--- config.mk ---
export PLATFORM = sky130hd
export DESIGN_NAME = mips_fetch_unit
export DESIGN_NICKNAME = d
export VERILOG_FILES = /design/src/rtl/mips_pkg.sv /design/src/rtl/fetch_fifo.sv /design/src/rtl/mips_fetch_unit.sv
export SDC_FILE = /design/constraint.sdc
export NUM_CORES = 1
export LEC_CHECK = 0
export ABC_AREA = 1
export BUFFER_PORTS_ARGS = -buffer_cell sky130_fd_sc_hd__buf_2
export CELL_PAD_IN_SITES_DETAIL_PLACEMENT = 0
export CELL_PAD_IN_SITES_GLOBAL_PLACEMENT = 2
export CORE_UTILIZATION = 40
export CTS_CLUSTER_DIAMETER = 40
export CTS_CLUSTER_SIZE = 10
export DETAILED_ROUTE_END_ITERATION = 7
export GPL_TIMING_DRIVEN = 0
export HOLD_SLACK_MARGIN = 0.12
export PLACE_DENSITY_LB_ADDON = 0.15
export SYNTH_ARGS = -nofsm -noshare
export SYNTH_HDL_FRONTEND = slang
export SYNTH_SLANG_ARGS = --single-unit
--- constraint.sdc ---
create_clock -name clk -period 7.69 [get_ports clk]
set_clock_uncertainty 0.15 [all_clocks]
set_input_delay 1.1535 -clock clk [delete_from_list [all_inputs] [get_ports clk]]
set_output_delay 1.1535 -clock clk [all_outputs]
set_load 0.05 [all_outputs]
--- src/rtl/mips_pkg.sv ---
// Shared types for the MIPS instruction-fetch front end.
package mips_pkg;

  localparam int INST_W = 32;

  typedef enum logic [1:0] {
    RUN     = 2'd0,
    DISCARD = 2'd1,
    HALTED  = 2'd2
  } fetch_state_t;

  // Default prefetch entry for a 32-bit address space; the fetch unit
  // builds an equivalent struct sized to its own ADDR_W.
  typedef struct packed {
    logic [31:0]       pc;
    logic [INST_W-1:0] inst;
  } fetch_entry_t;

endpackage

--- src/rtl/fetch_fifo.sv ---
// Synchronous prefetch FIFO with flush; DEPTH must be a power of two so the
// read/write pointers wrap naturally.
module fetch_fifo
  import mips_pkg::*;
#(
  parameter int  DEPTH   = 4,
  parameter type entry_t = fetch_entry_t,
  localparam int PTR_W   = $clog2(DEPTH),
  localparam int CNT_W   = $clog2(DEPTH + 1)
) (
  input  logic             clk,
  input  logic             rst,
  input  logic             flush_i,
  input  logic             push_i,
  input  entry_t           data_i,
  input  logic             pop_i,
  output entry_t           head_o,
  output logic [CNT_W-1:0] count_o
);

  entry_t             mem_q [DEPTH];
  logic [PTR_W-1:0]   wr_ptr_q, wr_ptr_d;
  logic [PTR_W-1:0]   rd_ptr_q, rd_ptr_d;
  logic [CNT_W-1:0]   count_q, count_d;

  // Pointer and count update; a flush empties the queue and wins over a push.
  always_comb begin
    wr_ptr_d = wr_ptr_q;
    rd_ptr_d = rd_ptr_q;
    count_d  = count_q;
    if (flush_i) begin
      wr_ptr_d = '0;
      rd_ptr_d = '0;
      count_d  = '0;
    end else begin
      if (push_i) wr_ptr_d = wr_ptr_q + PTR_W'(1);
      if (pop_i)  rd_ptr_d = rd_ptr_q + PTR_W'(1);
      count_d = count_q + CNT_W'(push_i) - CNT_W'(pop_i);
    end
  end

  // Pointer/count registers with synchronous reset.
  always_ff @(posedge clk) begin
    if (rst) begin
      wr_ptr_q <= '0;
      rd_ptr_q <= '0;
      count_q  <= '0;
    end else begin
      wr_ptr_q <= wr_ptr_d;
      rd_ptr_q <= rd_ptr_d;
      count_q  <= count_d;
    end
  end

  // Entry storage; contents need no reset because count gates validity.
  always_ff @(posedge clk) begin
    if (push_i && !flush_i) mem_q[wr_ptr_q] <= data_i;
  end

  assign head_o  = mem_q[rd_ptr_q];
  assign count_o = count_q;

endmodule

--- src/rtl/mips_fetch_unit.sv ---
// Decoupled instruction-fetch stage: fetch PC, imem req/ack handshake,
// prefetch queue towards decode, redirect/halt handling with discard of
// an in-flight request.
module mips_fetch_unit
  import mips_pkg::*;
#(
  parameter int                ADDR_W   = 32,
  parameter int                DEPTH    = 4,
  parameter logic [ADDR_W-1:0] RESET_PC = '0,
  localparam int               CNT_W    = $clog2(DEPTH + 1)
) (
  input  logic              clk,
  input  logic              rst,
  output logic              imem_req,
  output logic [ADDR_W-1:0] imem_addr,
  input  logic              imem_ack,
  input  logic [31:0]       imem_rdata,
  output logic              inst_valid,
  output logic [31:0]       inst_data,
  output logic [ADDR_W-1:0] inst_pc,
  input  logic              inst_ready,
  input  logic              redirect_valid,
  input  logic [ADDR_W-1:0] redirect_target,
  input  logic              halt,
  output logic              halted,
  output logic [CNT_W-1:0]  occupancy
);

  typedef struct packed {
    logic [ADDR_W-1:0] pc;
    logic [INST_W-1:0] inst;
  } entry_t;

  fetch_state_t      state_q, state_d;
  logic [ADDR_W-1:0] fetch_pc_q, fetch_pc_d;
  logic [ADDR_W-1:0] pending_pc_q, pending_pc_d;
  logic              halt_pending_q, halt_pending_d;

  logic [CNT_W-1:0]  count;
  entry_t            head;
  entry_t            push_entry;
  logic              flush, push, pop, xfer;
  logic [ADDR_W-1:0] target;

  assign target     = redirect_target & ~ADDR_W'(3);
  assign push_entry = '{pc: fetch_pc_q, inst: imem_rdata};
  assign inst_valid = !rst && (count != '0);
  assign pop        = inst_valid && inst_ready;
  assign xfer       = imem_req && imem_ack;

  // Request generation and next-state logic; halt beats redirect, and a
  // request already on the bus is always completed before its data is dropped.
  always_comb begin
    state_d        = state_q;
    fetch_pc_d     = fetch_pc_q;
    pending_pc_d   = pending_pc_q;
    halt_pending_d = halt_pending_q;
    flush          = 1'b0;
    push           = 1'b0;
    imem_req       = 1'b0;

    case (state_q)
      RUN:     imem_req = !rst && (count < CNT_W'(DEPTH));
      DISCARD: imem_req = !rst;
      default: imem_req = 1'b0;
    endcase

    case (state_q)
      RUN: begin
        if (halt) begin
          flush          = 1'b1;
          halt_pending_d = 1'b1;
          state_d        = (imem_req && !imem_ack) ? DISCARD : HALTED;
        end else if (redirect_valid) begin
          flush = 1'b1;
          if (!imem_req || imem_ack) begin
            fetch_pc_d = target;
          end else begin
            pending_pc_d   = target;
            halt_pending_d = 1'b0;
            state_d        = DISCARD;
          end
        end else if (xfer) begin
          push       = 1'b1;
          fetch_pc_d = fetch_pc_q + ADDR_W'(4);
        end
      end
      DISCARD: begin
        if (halt) begin
          flush          = 1'b1;
          halt_pending_d = 1'b1;
          if (xfer) state_d = HALTED;
        end else begin
          if (redirect_valid) begin
            flush        = 1'b1;
            pending_pc_d = target;
          end
          if (xfer) begin
            if (halt_pending_q) begin
              state_d = HALTED;
            end else begin
              fetch_pc_d = redirect_valid ? target : pending_pc_q;
              state_d    = RUN;
            end
          end
        end
      end
      default: begin
      end
    endcase
  end

  // Control registers with synchronous reset back to fetching at RESET_PC.
  always_ff @(posedge clk) begin
    if (rst) begin
      state_q        <= RUN;
      fetch_pc_q     <= RESET_PC;
      pending_pc_q   <= RESET_PC;
      halt_pending_q <= 1'b0;
    end else begin
      state_q        <= state_d;
      fetch_pc_q     <= fetch_pc_d;
      pending_pc_q   <= pending_pc_d;
      halt_pending_q <= halt_pending_d;
    end
  end

  fetch_fifo #(
    .DEPTH   (DEPTH),
    .entry_t (entry_t)
  ) u_fifo (
    .clk     (clk),
    .rst     (rst),
    .flush_i (flush),
    .push_i  (push),
    .data_i  (push_entry),
    .pop_i   (pop),
    .head_o  (head),
    .count_o (count)
  );

  assign imem_addr = fetch_pc_q;
  assign inst_data = head.inst;
  assign inst_pc   = head.pc;
  assign halted    = (state_q == HALTED);
  assign occupancy = count;

endmodule

==> results by group <==
Clocking
  • Clk slew on worst S/H paths: 0.05 ns
  • TritonCTS Buffers: 50
  • Setup Fix Bufs, Post-CTS: 0
  • Root Driver: clkbuf_16
  • # clock sinks: 332
  • Htree depth: 2
  • TritonCTS clock tree: built
  • Post-cts sizing count: 0
  • Clk buf depth: 3
  • Post-CTS Hold Buffers: 0
  • Later-pin clock latency in the skew report: 0.57 ns

Routing
  • Routed wire length: 39400 um
  • DRC violations left: 0
  • Final ANT Viol Nets: 0
  • Vias per inst: 5.07
  • Avg WL per Cell: 18.2 um
  • DRT iter0 DRCs: 536
  • Drt first pass iters: 5
  • Vias post-DR: 11000

Placed design
  • Detail Placement HPWL: 26800 um
  • GP Congestion: 0.781
  • Cell count after placement: 2070
  • Buffers on Ports: 169
  • Pre-CTS setup slack: 4.00 ns
  • Post-Place Cell Area: 0.0159 mm^2

Timing
  • Period utilization: 0.544
  • Final setup TNS: 0 ns
  • Tmin final: 4.19 ns
  • Slew Viols, Final: 0
  • Unrepaired setup endpoints after global routing: no
  • Final setup margin: 3.50 ns
  • Slew HR: 0.529
  • Slew @ Worst Pin: 0.704 ns
  • Fmax: 239 MHz
  • Final hold vios: 0
  • Finish-stage setup viols: 0

Final layout
  • Layout Utilization: 0.502
  • Final net count: 1745
  • Design Area, Final: 0.0175 mm^2
  • Area Overhead vs Synth: 22.4%
  • Commonest cells after routing, fill and taps aside: edfxtp_1 (256), nor2_1 (243), nand2_1 (234)
  • Most common cell after layout, fill and taps aside: edfxtp_1
  • Layout cell share with drive strength beyond 1: 0.172
  • Fin cells: 2162

Synthesis
  • Main combinational cell family by area after synthesis: simple AND/OR/NAND/NOR gates
  • Syn_area_per_cell: 9.93 um^2
  • Largest cells by area after synthesis: edfxtp_1 (54%), dfxtp_1 (11%), o21ai_0 (7.3%)
  • Post-synthesis register bit count: 332
  • Synth Area in Compound Gates: 0.141
  • Post-synthesis cell count: 1438
  • Netlist Area Pre-Place: 0.0143 mm^2
  • Post-Syn Nets: 1516
  • Synth unique cells: 35
  • Synth Area in Adders: 0.00754
  • Yosys warnings: 0
  • Sequential element share of the synthesized area: 0.645
  • Post-Synth XOR/XNOR Area: 0.00429
  • Mux cell area share after synthesis: 0
  • Synth area leader: edfxtp_1
  • Simple-Gate Fraction of Synth Area: 0.152
  • Synth top area share: 0.538

Floorplan
  • Std-Cell Rows: 68
  • Die height: 191 um
  • Area of the core: 0.0348 mm^2
  • Initial core utilization: 0.410
  • Boundary pin count: 172
  • Die ar.: 0.0365 mm^2
  • Die Wd: 191 um

Job
  • # Max-Cap Violations: 0

GRT
  • Vias in the first global route: 10500
  • Largest net degree at the start of global routing: 30
  • GRT overflow: 0
  • First-pass GRT wire length: 59400 um
  • Initial antenna violation count: 0
  • GRT Resource Usage Total: 0.218

Power and ir drop
  • Peak VDD IR: 155 uV
  • Cell Pwr Density: 286 mW/mm^2
  • P_leak: 0.00678 uW

Setup path
  • Worst Setup Start Kind: flip-flop
  • Worst-path maximum fanout: 10
  • R2r setup slk: 5.08 ns
  • WS Path Type: reg -> out
  • Worst Path Required: 6.39 ns
  • Critical path endpoint category: primary output
  • Worst EP arrival: 2.88 ns

Run status
  • Status: finished clean

Worst hold path
  • Worst hold path class: reg -> reg
[layer usage]
metal	share of wire	track usage	wire, um
met5	0	0	0
met4	0.024	0.0766	952
met3	0.056	0.0402	2190
met2	0.48	0.366	19000
met1	0.44	0.280	17200
[worst max-delay path, stage by stage, from the launching register on]
cell      delay, ns
dfxtp_1        0.33
buf_2          0.21
inv_1          0.09
clkbuf_1       0.47
buf_1          0.48
nor2_1         0.09
o22ai_1        0.30
buf_2          0.33
[cell type report]
| type | count | area (um^2) |
|---|---|---|
| fill | 3275 | 17300 |
| sequential | 332 | 9210 |
| multi-input combinational | 926 | 4370 |
| clock buffer | 65 | 1350 |
| timing repair buffer | 177 | 1010 |
| tap | 455 | 569 |
| inverter | 105 | 394 |
| buffer | 75 | 332 |
| clock inverter | 26 | 243 |
| antenna | 1 | 2.50 |
[cells in the mapped netlist]
master,n
inv_1,95
buf_2,10
buf_6,3
clkinv_1,2
buf_1,7
xnor2_1,1
nor2_1,247
clkbuf_1,51
nand3_2,1
dfxtp_1,76
xor2_1,6
buf_4,4
o221ai_1,1
nand2_2,1
o22ai_1,64
nand4_1,11
edfxtp_1,256
nor2_4,3
nand2_4,2
a21oi_1,80
nor2_2,2
nand3_1,33
a211oi_1,3
nand3b_2,1
a21boi_0,15
o21a_1,1
nand2_1,234
fa_1,1
o21ai_4,1
o21ai_0,207
a31oi_1,1
inv_2,8
nor3_1,2
nand3_4,1
ha_1,7
[where the power goes]
group	leakage (uW)	switching (uW)	internal [uW]
combinational	0.00307	511	191
clock	0.000756	819	1310
sequential	0.00295	113	2050
total	0.00678	1440	3550
[final timing paths]
| kind | startpoint | endpoint | cells after the start |
|---|---|---|---|
| worst max-delay path | flip-flop | inst_pc[8] | 7 |
| worst min-delay path | pending_pc_q[1] | pending_pc_q[1] | 2 |
| worst max register to register | state_q[1] | u_fifo.mem_q[1][16] | 6 |
| worst min register to register | pending_pc_q[1] | pending_pc_q[1] | 2 |
[flip-flops by register name, summed over array words and instances (netlist names), named ones only]
register         cells
halt_pending_q       1
imem_addr           32
pending_pc_q        32
state_q              2
u_fifo.count_o       3
u_fifo.mem_q       256
u_fifo.rd_ptr_q      2
u_fifo.wr_ptr_q      2
[cell families after synthesis]
kind of cell | count (synthesis)
xor gates and xnor gates | 7
buffers and inverters | 180
DFF | 332
and+or+nand+nor | 538
AOI/OAI and AO/OA | 373
adders and majority gates | 8
[through the flow]
| stage | hold slack (ns) | power, uW |
|---|---|---|
| global route | 0.323 | 5200 |
| CTS | 0.308 | 5030 |
| global placement | 0.296 | 2900 |
| floorplan | 0.282 | 2660 |
| detailed placement | 0.300 | 2900 |
| finish | 0.305 | 4990 |
Note: power is estimated with default switching activity, not from simulation.
